### src/rtl/synth_pkg.sv
// synth_pkg: shared Q12.20 constants, sequencer state encoding and the
// just-intonation tone ratio table used by note_sequencer.
package synth_pkg;

  localparam int unsigned FRAC_BITS = 20;
  localparam int unsigned QWIDTH    = 32;

  typedef enum logic [1:0] {
    StIdle,
    StLoad,
    StPlay
  } seq_state_e;

  // floor(n * 2^20 / d) for the thirteen intervals of the octave.
  localparam logic [31:0] RATIO [0:12] = '{
    32'd1048576,  // 1/1
    32'd1118481,  // 16/15
    32'd1179648,  // 9/8
    32'd1258291,  // 6/5
    32'd1310720,  // 5/4
    32'd1398101,  // 4/3
    32'd1474560,  // 45/32
    32'd1572864,  // 3/2
    32'd1677721,  // 8/5
    32'd1747626,  // 5/3
    32'd1864135,  // 16/9
    32'd1966080,  // 15/8
    32'd2097152   // 2/1
  };

  // Tones 13..15 are rests and have no ratio.
  function automatic logic [31:0] tone_ratio(input logic [3:0] tone);
    logic [31:0] r;
    r = 32'd0;
    for (int i = 0; i <= 12; i++) begin
      if (tone == 4'(i)) r = RATIO[i];
    end
    return r;
  endfunction

endpackage

### src/rtl/note_sequencer_if.sv
// note_sequencer_if: valid/ready note-event channel.
//   note_valid  producer offers an event
//   note_ready  consumer can accept an event this cycle
//   note_tone   semitone index 0..12, 13..15 = rest
//   note_len    duration in sample ticks
interface note_sequencer_if;
  logic        note_valid;
  logic        note_ready;
  logic [3:0]  note_tone;
  logic [15:0] note_len;

  modport master (
    output note_valid,
    output note_tone,
    output note_len,
    input  note_ready
  );

  modport slave (
    input  note_valid,
    input  note_tone,
    input  note_len,
    output note_ready
  );
endinterface

### src/rtl/note_fifo.sv
// note_fifo: synchronous FIFO with wrap-around pointers carrying an extra MSB
// to tell full from empty.
//   clk, reset_n        clock, synchronous active-low reset (empties the FIFO)
//   wr_en, wr_data      write request (ignored when full)
//   rd_en, rd_data      pop request (ignored when empty); rd_data shows the head
//   full, empty, count  occupancy status
module note_fifo #(
  parameter int unsigned Width = 20,
  parameter int unsigned Depth = 16,
  localparam int unsigned AddrW = $clog2(Depth)
) (
  input  logic             clk,
  input  logic             reset_n,
  input  logic             wr_en,
  input  logic [Width-1:0] wr_data,
  input  logic             rd_en,
  output logic [Width-1:0] rd_data,
  output logic             full,
  output logic             empty,
  output logic [AddrW:0]   count
);

  logic [Width-1:0] mem_q [Depth];
  logic [AddrW:0]   wr_ptr_q, rd_ptr_q;

  assign empty   = (wr_ptr_q == rd_ptr_q);
  assign full    = (wr_ptr_q[AddrW] != rd_ptr_q[AddrW]) &&
                   (wr_ptr_q[AddrW-1:0] == rd_ptr_q[AddrW-1:0]);
  assign count   = wr_ptr_q - rd_ptr_q;
  assign rd_data = mem_q[rd_ptr_q[AddrW-1:0]];

  always_ff @(posedge clk) begin
    if (!reset_n) begin
      wr_ptr_q <= '0;
      rd_ptr_q <= '0;
    end else begin
      if (wr_en && !full) wr_ptr_q <= wr_ptr_q + 1'b1;
      if (rd_en && !empty) rd_ptr_q <= rd_ptr_q + 1'b1;
    end
  end

  always_ff @(posedge clk) begin
    if (wr_en && !full) mem_q[wr_ptr_q[AddrW-1:0]] <= wr_data;
  end

endmodule

### src/rtl/note_sequencer.sv
// note_sequencer: buffers note events and plays them one after another,
// driving oscillator frequency, volumes and gate for a synthesizer voice.
//   clk, reset_n      clock, synchronous active-low reset
//   sample_tick       one strobe per audio sample; note lengths count these
//   note (slave)      note_valid/note_ready/note_tone/note_len event channel
//   frequency         Q12.20 oscillator frequency
//   saw_volume,
//   square_volume     Q12.20 levels, VOLUME while a pitched note sounds
//   gate              high while a pitched note sounds
//   busy              events queued or a note in progress
module note_sequencer
  import synth_pkg::*;
#(
  parameter int unsigned BASE_FREQ  = 110 << 20,
  parameter int unsigned FIFO_DEPTH = 16,
  parameter int unsigned VOLUME     = 419430
) (
  input  logic                  clk,
  input  logic                  reset_n,
  input  logic                  sample_tick,
  note_sequencer_if.slave       note,
  output logic [QWIDTH-1:0]     frequency,
  output logic [QWIDTH-1:0]     saw_volume,
  output logic [QWIDTH-1:0]     square_volume,
  output logic                  gate,
  output logic                  busy
);

  localparam int unsigned AddrW = $clog2(FIFO_DEPTH);

  seq_state_e        state_q;
  logic [15:0]       counter_q;
  logic [QWIDTH-1:0] frequency_q, volume_q;
  logic              gate_q;

  logic              fifo_full, fifo_empty, pop;
  logic [AddrW:0]    fifo_count;
  logic [19:0]       head;
  logic [3:0]        head_tone;
  logic [15:0]       head_len;
  logic              head_pitched;
  logic [QWIDTH-1:0] head_freq;

  note_fifo #(
    .Width (20),
    .Depth (FIFO_DEPTH)
  ) u_fifo (
    .clk     (clk),
    .reset_n (reset_n),
    .wr_en   (note.note_valid),
    .wr_data ({note.note_tone, note.note_len}),
    .rd_en   (pop),
    .rd_data (head),
    .full    (fifo_full),
    .empty   (fifo_empty),
    .count   (fifo_count)
  );

  assign note.note_ready = !fifo_full;
  assign pop             = (state_q == StLoad);
  assign head_tone       = head[19:16];
  assign head_len        = head[15:0];
  assign head_pitched    = (head_tone <= 4'd12);
  assign head_freq       = QWIDTH'((64'(BASE_FREQ) * 64'(tone_ratio(head_tone))) >> FRAC_BITS);

  always_ff @(posedge clk) begin
    if (!reset_n) begin
      state_q     <= StIdle;
      counter_q   <= '0;
      frequency_q <= '0;
      volume_q    <= '0;
      gate_q      <= 1'b0;
    end else begin
      unique case (state_q)
        StIdle: begin
          gate_q   <= 1'b0;
          volume_q <= '0;
          if (!fifo_empty) state_q <= StLoad;
        end
        StLoad: begin
          if (head_len == 16'd0) begin
            // Skipped event: keep loading while more remain after this pop.
            if (fifo_count > (AddrW+1)'(1)) begin
              state_q <= StLoad;
            end else begin
              state_q  <= StIdle;
              gate_q   <= 1'b0;
              volume_q <= '0;
            end
          end else begin
            state_q   <= StPlay;
            counter_q <= head_len;
            if (head_pitched) begin
              frequency_q <= head_freq;
              gate_q      <= 1'b1;
              volume_q    <= QWIDTH'(VOLUME);
            end else begin
              gate_q   <= 1'b0;
              volume_q <= '0;
            end
          end
        end
        StPlay: begin
          if (sample_tick) begin
            counter_q <= counter_q - 16'd1;
            if (counter_q == 16'd1) begin
              if (!fifo_empty) begin
                // Outputs hold the finished note through the LOAD cycle.
                state_q <= StLoad;
              end else begin
                state_q  <= StIdle;
                gate_q   <= 1'b0;
                volume_q <= '0;
              end
            end
          end
        end
        default: state_q <= StIdle;
      endcase
    end
  end

  assign frequency     = frequency_q;
  assign saw_volume    = volume_q;
  assign square_volume = volume_q;
  assign gate          = gate_q;
  assign busy          = !fifo_empty || (state_q != StIdle);

endmodule

### src/flat_wrapper.sv
// flat-port wrapper written by rule: the top's interface ports become plain ports
module note_sequencer_flat import synth_pkg::*;
#(
  parameter int unsigned BASE_FREQ  = 110 << 20,
  parameter int unsigned FIFO_DEPTH = 16,
  parameter int unsigned VOLUME     = 419430
)
  (clk, reset_n, sample_tick, frequency, saw_volume, square_volume, gate, busy, note_note_valid, note_note_tone, note_note_len, note_note_ready);
  note_sequencer_if note_i ();
  input  logic clk;
  input  logic reset_n;
  input  logic sample_tick;
  output logic [QWIDTH-1:0] frequency;
  output logic [QWIDTH-1:0] saw_volume;
  output logic [QWIDTH-1:0] square_volume;
  output logic gate;
  output logic busy;
  input wire logic [$bits(note_i.note_valid)-1:0] note_note_valid;
  input wire logic [$bits(note_i.note_tone)-1:0] note_note_tone;
  input wire logic [$bits(note_i.note_len)-1:0] note_note_len;
  output wire logic [$bits(note_i.note_ready)-1:0] note_note_ready;
  assign note_i.note_valid = note_note_valid;
  assign note_i.note_tone = note_note_tone;
  assign note_i.note_len = note_note_len;
  assign note_note_ready = note_i.note_ready;
  note_sequencer #(.BASE_FREQ(BASE_FREQ), .FIFO_DEPTH(FIFO_DEPTH), .VOLUME(VOLUME)) u_core (.clk(clk), .reset_n(reset_n), .sample_tick(sample_tick), .note(note_i), .frequency(frequency), .saw_volume(saw_volume), .square_volume(square_volume), .gate(gate), .busy(busy));
endmodule
### config.mk
export PLATFORM = sky130hd
export DESIGN_NAME = note_sequencer_flat
export DESIGN_NICKNAME = d
export VERILOG_FILES = /design/src/rtl/synth_pkg.sv /design/src/rtl/note_sequencer_if.sv /design/src/rtl/note_fifo.sv /design/src/rtl/note_sequencer.sv /design/src/flat_wrapper.sv
export SDC_FILE = /design/constraint.sdc
export NUM_CORES = 1
export LEC_CHECK = 0
export ABC_AREA = 0
export CAP_MARGIN = 10
export CELL_PAD_IN_SITES_DETAIL_PLACEMENT = 0
export CELL_PAD_IN_SITES_GLOBAL_PLACEMENT = 1
export CORE_MARGIN = 2
export CORE_UTILIZATION = 50
export DETAILED_ROUTE_END_ITERATION = 12
export GPL_TIMING_DRIVEN = 0
export HOLD_SLACK_MARGIN = 0.05
export PLACE_DENSITY_LB_ADDON = 0.1
export REMOVE_ABC_BUFFERS = 1
export SLEW_MARGIN = 25
export SYNTH_ARGS = -nofsm -noshare
export SYNTH_HDL_FRONTEND = slang
export SYNTH_SLANG_ARGS = --single-unit
### constraint.sdc
create_clock -name clk -period 8.3 [get_ports clk]
set_clock_uncertainty 0.2 [all_clocks]
set_input_delay 1.66 -clock clk [delete_from_list [all_inputs] [get_ports clk]]
set_output_delay 1.66 -clock clk [all_outputs]
set_load 0.01 [all_outputs]
==> flow_metrics.py, run 1 <==
metrics = {
    "clocking": {
        "clockRootBuffer": "clkbuf_16",
        "cts_made_buffers": 42,
        "clockBufferDepth": 3,
        "clk_pin_slew_ns": 0.06,
        "h-tree-depth": 2,
        "clkLatencyLatePin_ns": 0.58,
        "cts.sinks": 382,
        "cts_tree": "yes",
    },
    "setup_path": {
        "cp.depth": 25,
        "startpoint_type": "flip-flop",
        "path_buf_inv": 7,
        "critPathKind": "flip-flop to flip-flop",
        "crit_path_max_fanout": 47,
        "end_kind": "flip-flop",
        "r2r_cells": 25,
        "cp_common_cell": "inv_1",
        "cp.arrival_ns": 7.94,
        "cp.required_ns": 8.54,
        "path_delay_family": "compound AO/OA/AOI/OAI gates",
        "cpMaxStageDelayCell": "mux4_2",
        "slowest_delay_ns": 0.60,
    },
    "floorplan": {
        "rows": 70,
        "dieArea_sq_um": 39000,
        "dieHeight_um": 197.5,
        "initial_core_util_pct": 51.01,
        "core_sq_um": 36700,
        "die_x_um": 197.5,
        "ios": 123,
    },
    "global_routing": {
        "grt.busiest_layer": "met2",
        "grt_util_met2_pct": 35.84,
        "grt_util_all_layers_pct": 21.17,
        "grt_start_max_net_pins": 48,
        "grt_overflow": 0,
        "use_met3_pct": 4.166,
        "antenna_found_initial": 0,
        "grt_use_met1_pct": 28.23,
        "grt_pass1_vias": 10127,
        "grt_pass1_wl_mm": 60.97,
    },
    "placement": {
        "hpwl_mm": 27.91,
        "gp_congestion": 0.8017,
        "io_buffers": 75,
        "dpl_cell_area_sq_um": 20220,
    },
    "synthesis": {
        "async_reset_ff_share_pct": 0,
        "yosysUniqueCellTypes": 64,
        "netlist_instances": 1268,
        "synth_edf_count": 320,
        "ys.flop_type": "edfxtp_1",
        "syn-cell-area_sq_um": 18720,
        "synth.yosys.seq_area_share_pct": 57.96,
        "syn_area_per_cell_sq_um": 14.76,
        "synth_seq_cells": 382,
        "ys_warn_count": 0,
    },
    "route": {
        "drtPass1Iterations": 5,
        "num_vias": 10194,
        "drt_wl_total_mm": 39.68,
        "ant_nets": 0,
        "via_per_inst": 5.498,
        "drcViolationCount": 0,
        "routedWlPerCell_um": 21.40,
        "drtIter0Drc": 664,
    },
    "finish": {
        "area_delta_synth_final_pct": 15.19,
        "diodes": 0,
        "drive_above_1_share_pct": 16.31,
        "fillCellCount": 2861,
        "layout.nets": 1501,
        "design_area_sq_um": 21560,
    },
    "timing": {
        "setup_viol": 0,
        "max_freq_mhz": 129.8,
        "tightest_slew_ns": 0.7489,
        "hold_violations": 0,
        "post-route-period-util_pct": 92.81,
        "finalSetupTns_ns": 0,
        "post-route-min-period_ns": 7.703,
        "drv_slew": 0,
        "rsz0062_at_grt": "false",
        "whs_ns": 0.2498,
        "maxSlewHeadroom_pct": 49.80,
    },
    "pwr": {
        "ir_worst_vdd_v": 0.0001845,
        "p_leak_nw": 7.728,
        "p_per_area_nw_per_um2": 267.2,
        "total_power_mw": 5.762,
    },
    "status": {
        "outcome": "complete, no violations",
    },
    "min_path": {
        "hold_depth": 2,
        "hold_class": "flip-flop to flip-flop",
    },
    "run": {
        "drv_cap": 0,
    },
}
## logic make-up after synthesis
| kind of cell | synth area share, % |
|---|---|
| flops | 57.96 |
| simple gates | 6.095 |
| compound gates | 4.926 |
| mux | 12.68 |
| fa+ha+maj | 10.29 |
| xor+xnor | 1.591 |
| buf+inv | 6.416 |
| other cells | 0.04012 |
## worst paths after layout
check                       start              endpoint  slack (ns)
max                     flip-flop  u_core.frequency[28]        0.60
min          u_core.frequency[22]  u_core.frequency[22]        0.25
min reg2reg  u_core.frequency[22]  u_core.frequency[22]        0.25
max reg2reg             flip-flop  u_core.frequency[28]        0.60
## flip-flops by register name, summed over array words and instances (netlist names), named ones only
signal	flops
u_core.saw_volume	1
u_core.u_fifo.wr_ptr_q	5
u_core.counter_q	16
u_core.state_q	2
u_core.u_fifo.rd_ptr_q	5
u_core.u_fifo.mem_q	320
u_core.frequency	29
## layer usage
metal	vias to the layer above	part of all wire (%)
met2	259	50
met4	0	2.1
met3	60	5.7
li1	4761	-
met1	5114	42
met5	-	0
## per-stage QoR
stage	utilization [%]	setup slack [ns]	std cells
global route	58.76	0.1508	1854
CTS	58.66	0.2497	1853
global placement	53.13	-4.554	1746
finish	58.76	0.5969	1854
floorplan	-	-1.650	1203
detailed placement	55.09	-0.6564	1778
## tightest hold or removal path, cell delays in order (launching register included)
cell	delay, ns
dfxtp_1	0.31
nand2_1	0.05
a21oi_1	0.05
## final cells by class
cell class	instances	area (sq um)	share of cell area (%)
Multi-Input combinational cell	696	6987	32.40
Sequential cell	382	10860	50.37
Clock inverter	16	142.6	0.6615
Inverter	125	469.2	2.176
Clock buffer	58	1132	5.251
Timing Repair Buffer	109	1386	6.429
Tap cell	468	585.6	2.716
## layout by cell type (no fill, tap or decap), types with 4 or more instances in the layout
| cell type | count |
|---|---|
| nor2_4 | 12 |
| xor2_1 | 11 |
| nand3_1 | 13 |
| clkbuf_16 | 43 |
| xnor2_1 | 23 |
| a21oi_1 | 52 |
| conb_1 | 48 |
| mux4_2 | 100 |
| a21o_1 | 9 |
| dfxtp_1 | 58 |
| a211o_1 | 4 |
| or3_1 | 9 |
| nand2_1 | 45 |
| clkdlybuf4s50_1 | 75 |
| fa_1 | 55 |
| nor3_1 | 12 |
| nor3_2 | 5 |
| a211oi_1 | 7 |
| and2_1 | 5 |
| buf_16 | 17 |
| nor2_1 | 82 |
| and3_1 | 4 |
| buf_6 | 4 |
| inv_1 | 123 |
| edfxtp_1 | 320 |
| a221oi_1 | 6 |
| buf_4 | 11 |
| nor4_1 | 5 |
| nand2b_1 | 11 |
| mux2i_1 | 11 |
| clkinv_2 | 4 |
| ha_1 | 66 |
| o21ai_0 | 21 |
| nand4_1 | 7 |
| clkbuf_1 | 15 |
| clkinv_1 | 7 |
| o211ai_1 | 5 |
| nor2b_1 | 11 |
## report_power, final
group | total (mW) | switching, mW | internal (mW)
combinational | 1.82 | 1.03 | 0.792
clock | 1.74 | 0.745 | 0.991
sequential | 2.20 | 0.0525 | 2.15
## cell usage after synthesis, drive strengths merged (18+ instances only)
cell type | number | area [sq um]
nor2 | 95 | 356.6
clkbuf | 29 | 108.9
mux4 | 100 | 2252
inv | 125 | 469.2
a21oi | 53 | 276.5
fa | 55 | 1101
xnor2 | 23 | 201.4
dfxtp | 62 | 1241
o21ai | 25 | 125.1
nand2 | 47 | 178.9
edfxtp | 320 | 9609
nor3 | 18 | 90.09
ha | 66 | 825.8
buf | 82 | 623.1
## what timing repair did
item / in CTS / in global routing
hold buffers: 0 / 0
buffers inserted: 1 / 1
setup endpoints to repair: 11 / 5
resized for setup: 3 / 1
Note: power is estimated with default switching activity, not from simulation.
==> inputs of run 2 (changes only) <==
Settings changed: CTS_CLUSTER_SIZE set to 8.
==> run 2 against run 1 <==
Against the previous run: global-route usage increased by 0.095 points; sequential power about the same; clock power increased by 11%; maximum frequency increased by 0.23%; critical path depth unchanged; utilization increased by 0.49 points; via count increased by 0.39%; sequential cell count unchanged; total power increased by 3.5%; die area unchanged; register-to-register slack improved by 0.02 ns; largest power group unchanged.
==> flow_metrics.py, run 2 (synthesized netlist as in run 1, its figures left out) <==
metrics = {
    "route": {
        "drtPass1Iterations": 5,
        "drt_wl_total_mm": 39.93,
        "drcViolationCount": 0,
        "ant_nets": 0,
        "routedWlPerCell_um": 21.56,
        "drtIter0Drc": 614,
        "num_vias": 10234,
        "via_per_inst": 5.526,
    },
    "finish": {
        "fillCellCount": 2826,
        "layout_commonest_cell": "edfxtp_1",
        "diodes": 0,
        "stdcell_count": 1852,
        "multi_input_area_sq_um": 6987,
        "final_cell_mix": "edfxtp_1, inv_1, mux4_2, nor2_1, clkdlybuf4s50_1",
        "largest_reg_flops": 320,
        "register_area_sq_um": 10860,
        "finish.utilization_pct": 59.25,
        "drive_above_1_share_pct": 16.62,
        "layout.nets": 1512,
        "area_delta_synth_final_pct": 16.15,
    },
    "pwr": {
        "p_leak_nw": 7.817,
        "total_power_mw": 5.961,
        "ir_worst_vdd_v": 0.0001791,
        "p_per_area_nw_per_um2": 274.2,
    },
    "setup_path": {
        "slowest_delay_ns": 0.61,
        "end_kind": "flip-flop",
        "cp.required_ns": 8.56,
        "critPathKind": "flip-flop to flip-flop",
        "startpoint_type": "flip-flop",
        "cp.arrival_ns": 7.94,
        "cpMaxStageDelayCell": "mux4_2",
        "crit_path_max_fanout": 47,
        "cp_common_cell": "inv_1",
    },
    "clocking": {
        "cts_tree": "yes",
        "clockBufferDepth": 3,
        "clockRootBuffer": "clkbuf_16",
        "h-tree-depth": 2,
        "cts.sinks": 382,
        "cts-hold-fix-buffers": 0,
        "clkLatencyLatePin_ns": 0.60,
        "cts_made_buffers": 53,
        "clk_pin_slew_ns": 0.05,
    },
    "timing": {
        "finalSetupTns_ns": 0,
        "setup_viol": 0,
        "post-route-min-period_ns": 7.685,
        "tightest_slew_ns": 0.7466,
        "hold_violations": 0,
        "maxSlewHeadroom_pct": 49.95,
        "post-route-period-util_pct": 92.59,
        "drv_slew": 0,
        "rsz0062_at_grt": "false",
        "max_freq_mhz": 130.1,
    },
    "placement": {
        "io_buffers": 75,
        "hpwl_mm": 27.91,
        "dp.cells": 1778,
        "gp_congestion": 0.8017,
    },
    "floorplan": {
        "core_sq_um": 36700,
        "die_x_um": 197.5,
        "ios": 123,
        "dieHeight_um": 197.5,
        "rows": 70,
        "initial_core_util_pct": 51.01,
        "dieArea_sq_um": 39000,
    },
    "global_routing": {
        "grt_pass1_wl_mm": 61.44,
        "grt_util_all_layers_pct": 21.27,
        "grt_overflow": 0,
        "antenna_found_initial": 0,
        "grt_start_max_net_pins": 48,
        "grt_pass1_vias": 10376,
    },
    "run": {
        "drv_cap": 0,
    },
    "min_path": {
        "hold_class": "flip-flop to flip-flop",
    },
    "status": {
        "outcome": "complete, no violations",
    },
}
run 2: cell count changes in the layout (fill, tap and decap cells not counted):
| cell | delta |
|---|---|
| bufinv_16 | -1 |
| clkbuf_1 | +1 |
| clkbuf_16 | +10 |
| clkinv_1 | -7 |
| clkinv_2 | -4 |
| clkinv_4 | -1 |
| clkinvlp_4 | -1 |
| inv_16 | +1 |
run 2: critical path: cells and delay by family (launching register included):
kind	cells	cell delay (ns)
adder cells (fa/ha/maj)	4	1.84
multiplexers	2	0.95
AO/OA/AOI/OAI	9	2.06
buffers and inverters	7	0.90
AND/OR/NAND/NOR	3	0.92
flip-flops	1	0.59
run 2: worst paths after layout:
path / from / to / slack (ns) / cells past startpoint
max: flip-flop / u_core.frequency[28] / 0.61 / 25
min: u_core.frequency[22] / u_core.frequency[22] / 0.25 / 2
max reg2reg: flip-flop / u_core.frequency[28] / 0.61 / 25
min reg2reg: u_core.frequency[22] / u_core.frequency[22] / 0.25 / 2
run 2: layout make-up:
class / count / area share (%)
repair buffers: 109 / 6.376
well taps: 468 / 2.693
clock inverters: 3 / 0.3222
inverters: 125 / 2.158
clock buffers: 69 / 6.376
flip-flops and latches: 382 / 49.95
multi-input cells: 696 / 32.13
run 2: where the power goes:
group	internal [mW]	switching, mW
Clock	1.15	0.774
Sequential	2.15	0.0525
Combinational	0.792	1.04
run 2: through the flow:
step / hold WS (ns) / cell area [sq um] / setup slack [ns]
final: 0.2488 / 21740 / 0.6146
after floorplan: 0.2583 / 18160 / -1.650
after detailed placement: 0.2462 / 20220 / -0.6564
after CTS: 0.2514 / 21710 / 0.2540
after global routing: 0.2713 / 21740 / 0.1494
after global placement: 0.2411 / 19500 / -4.554
run 2: repair_timing:
| item | in CTS | in global routing |
|---|---|---|
| resized for setup | 3 | 1 |
| setup endpoints to repair | 10 | 5 |
| buffers inserted | 1 | 1 |
run 2: per-layer routing:
layer	track usage (%)	share of wire [%]	vias up
met5	0.2554	0	-
met4	7.129	2.5	0
met3	3.773	6.3	66
met2	35.86	50	311
met1	28.06	41	5090
li1	-	-	4767
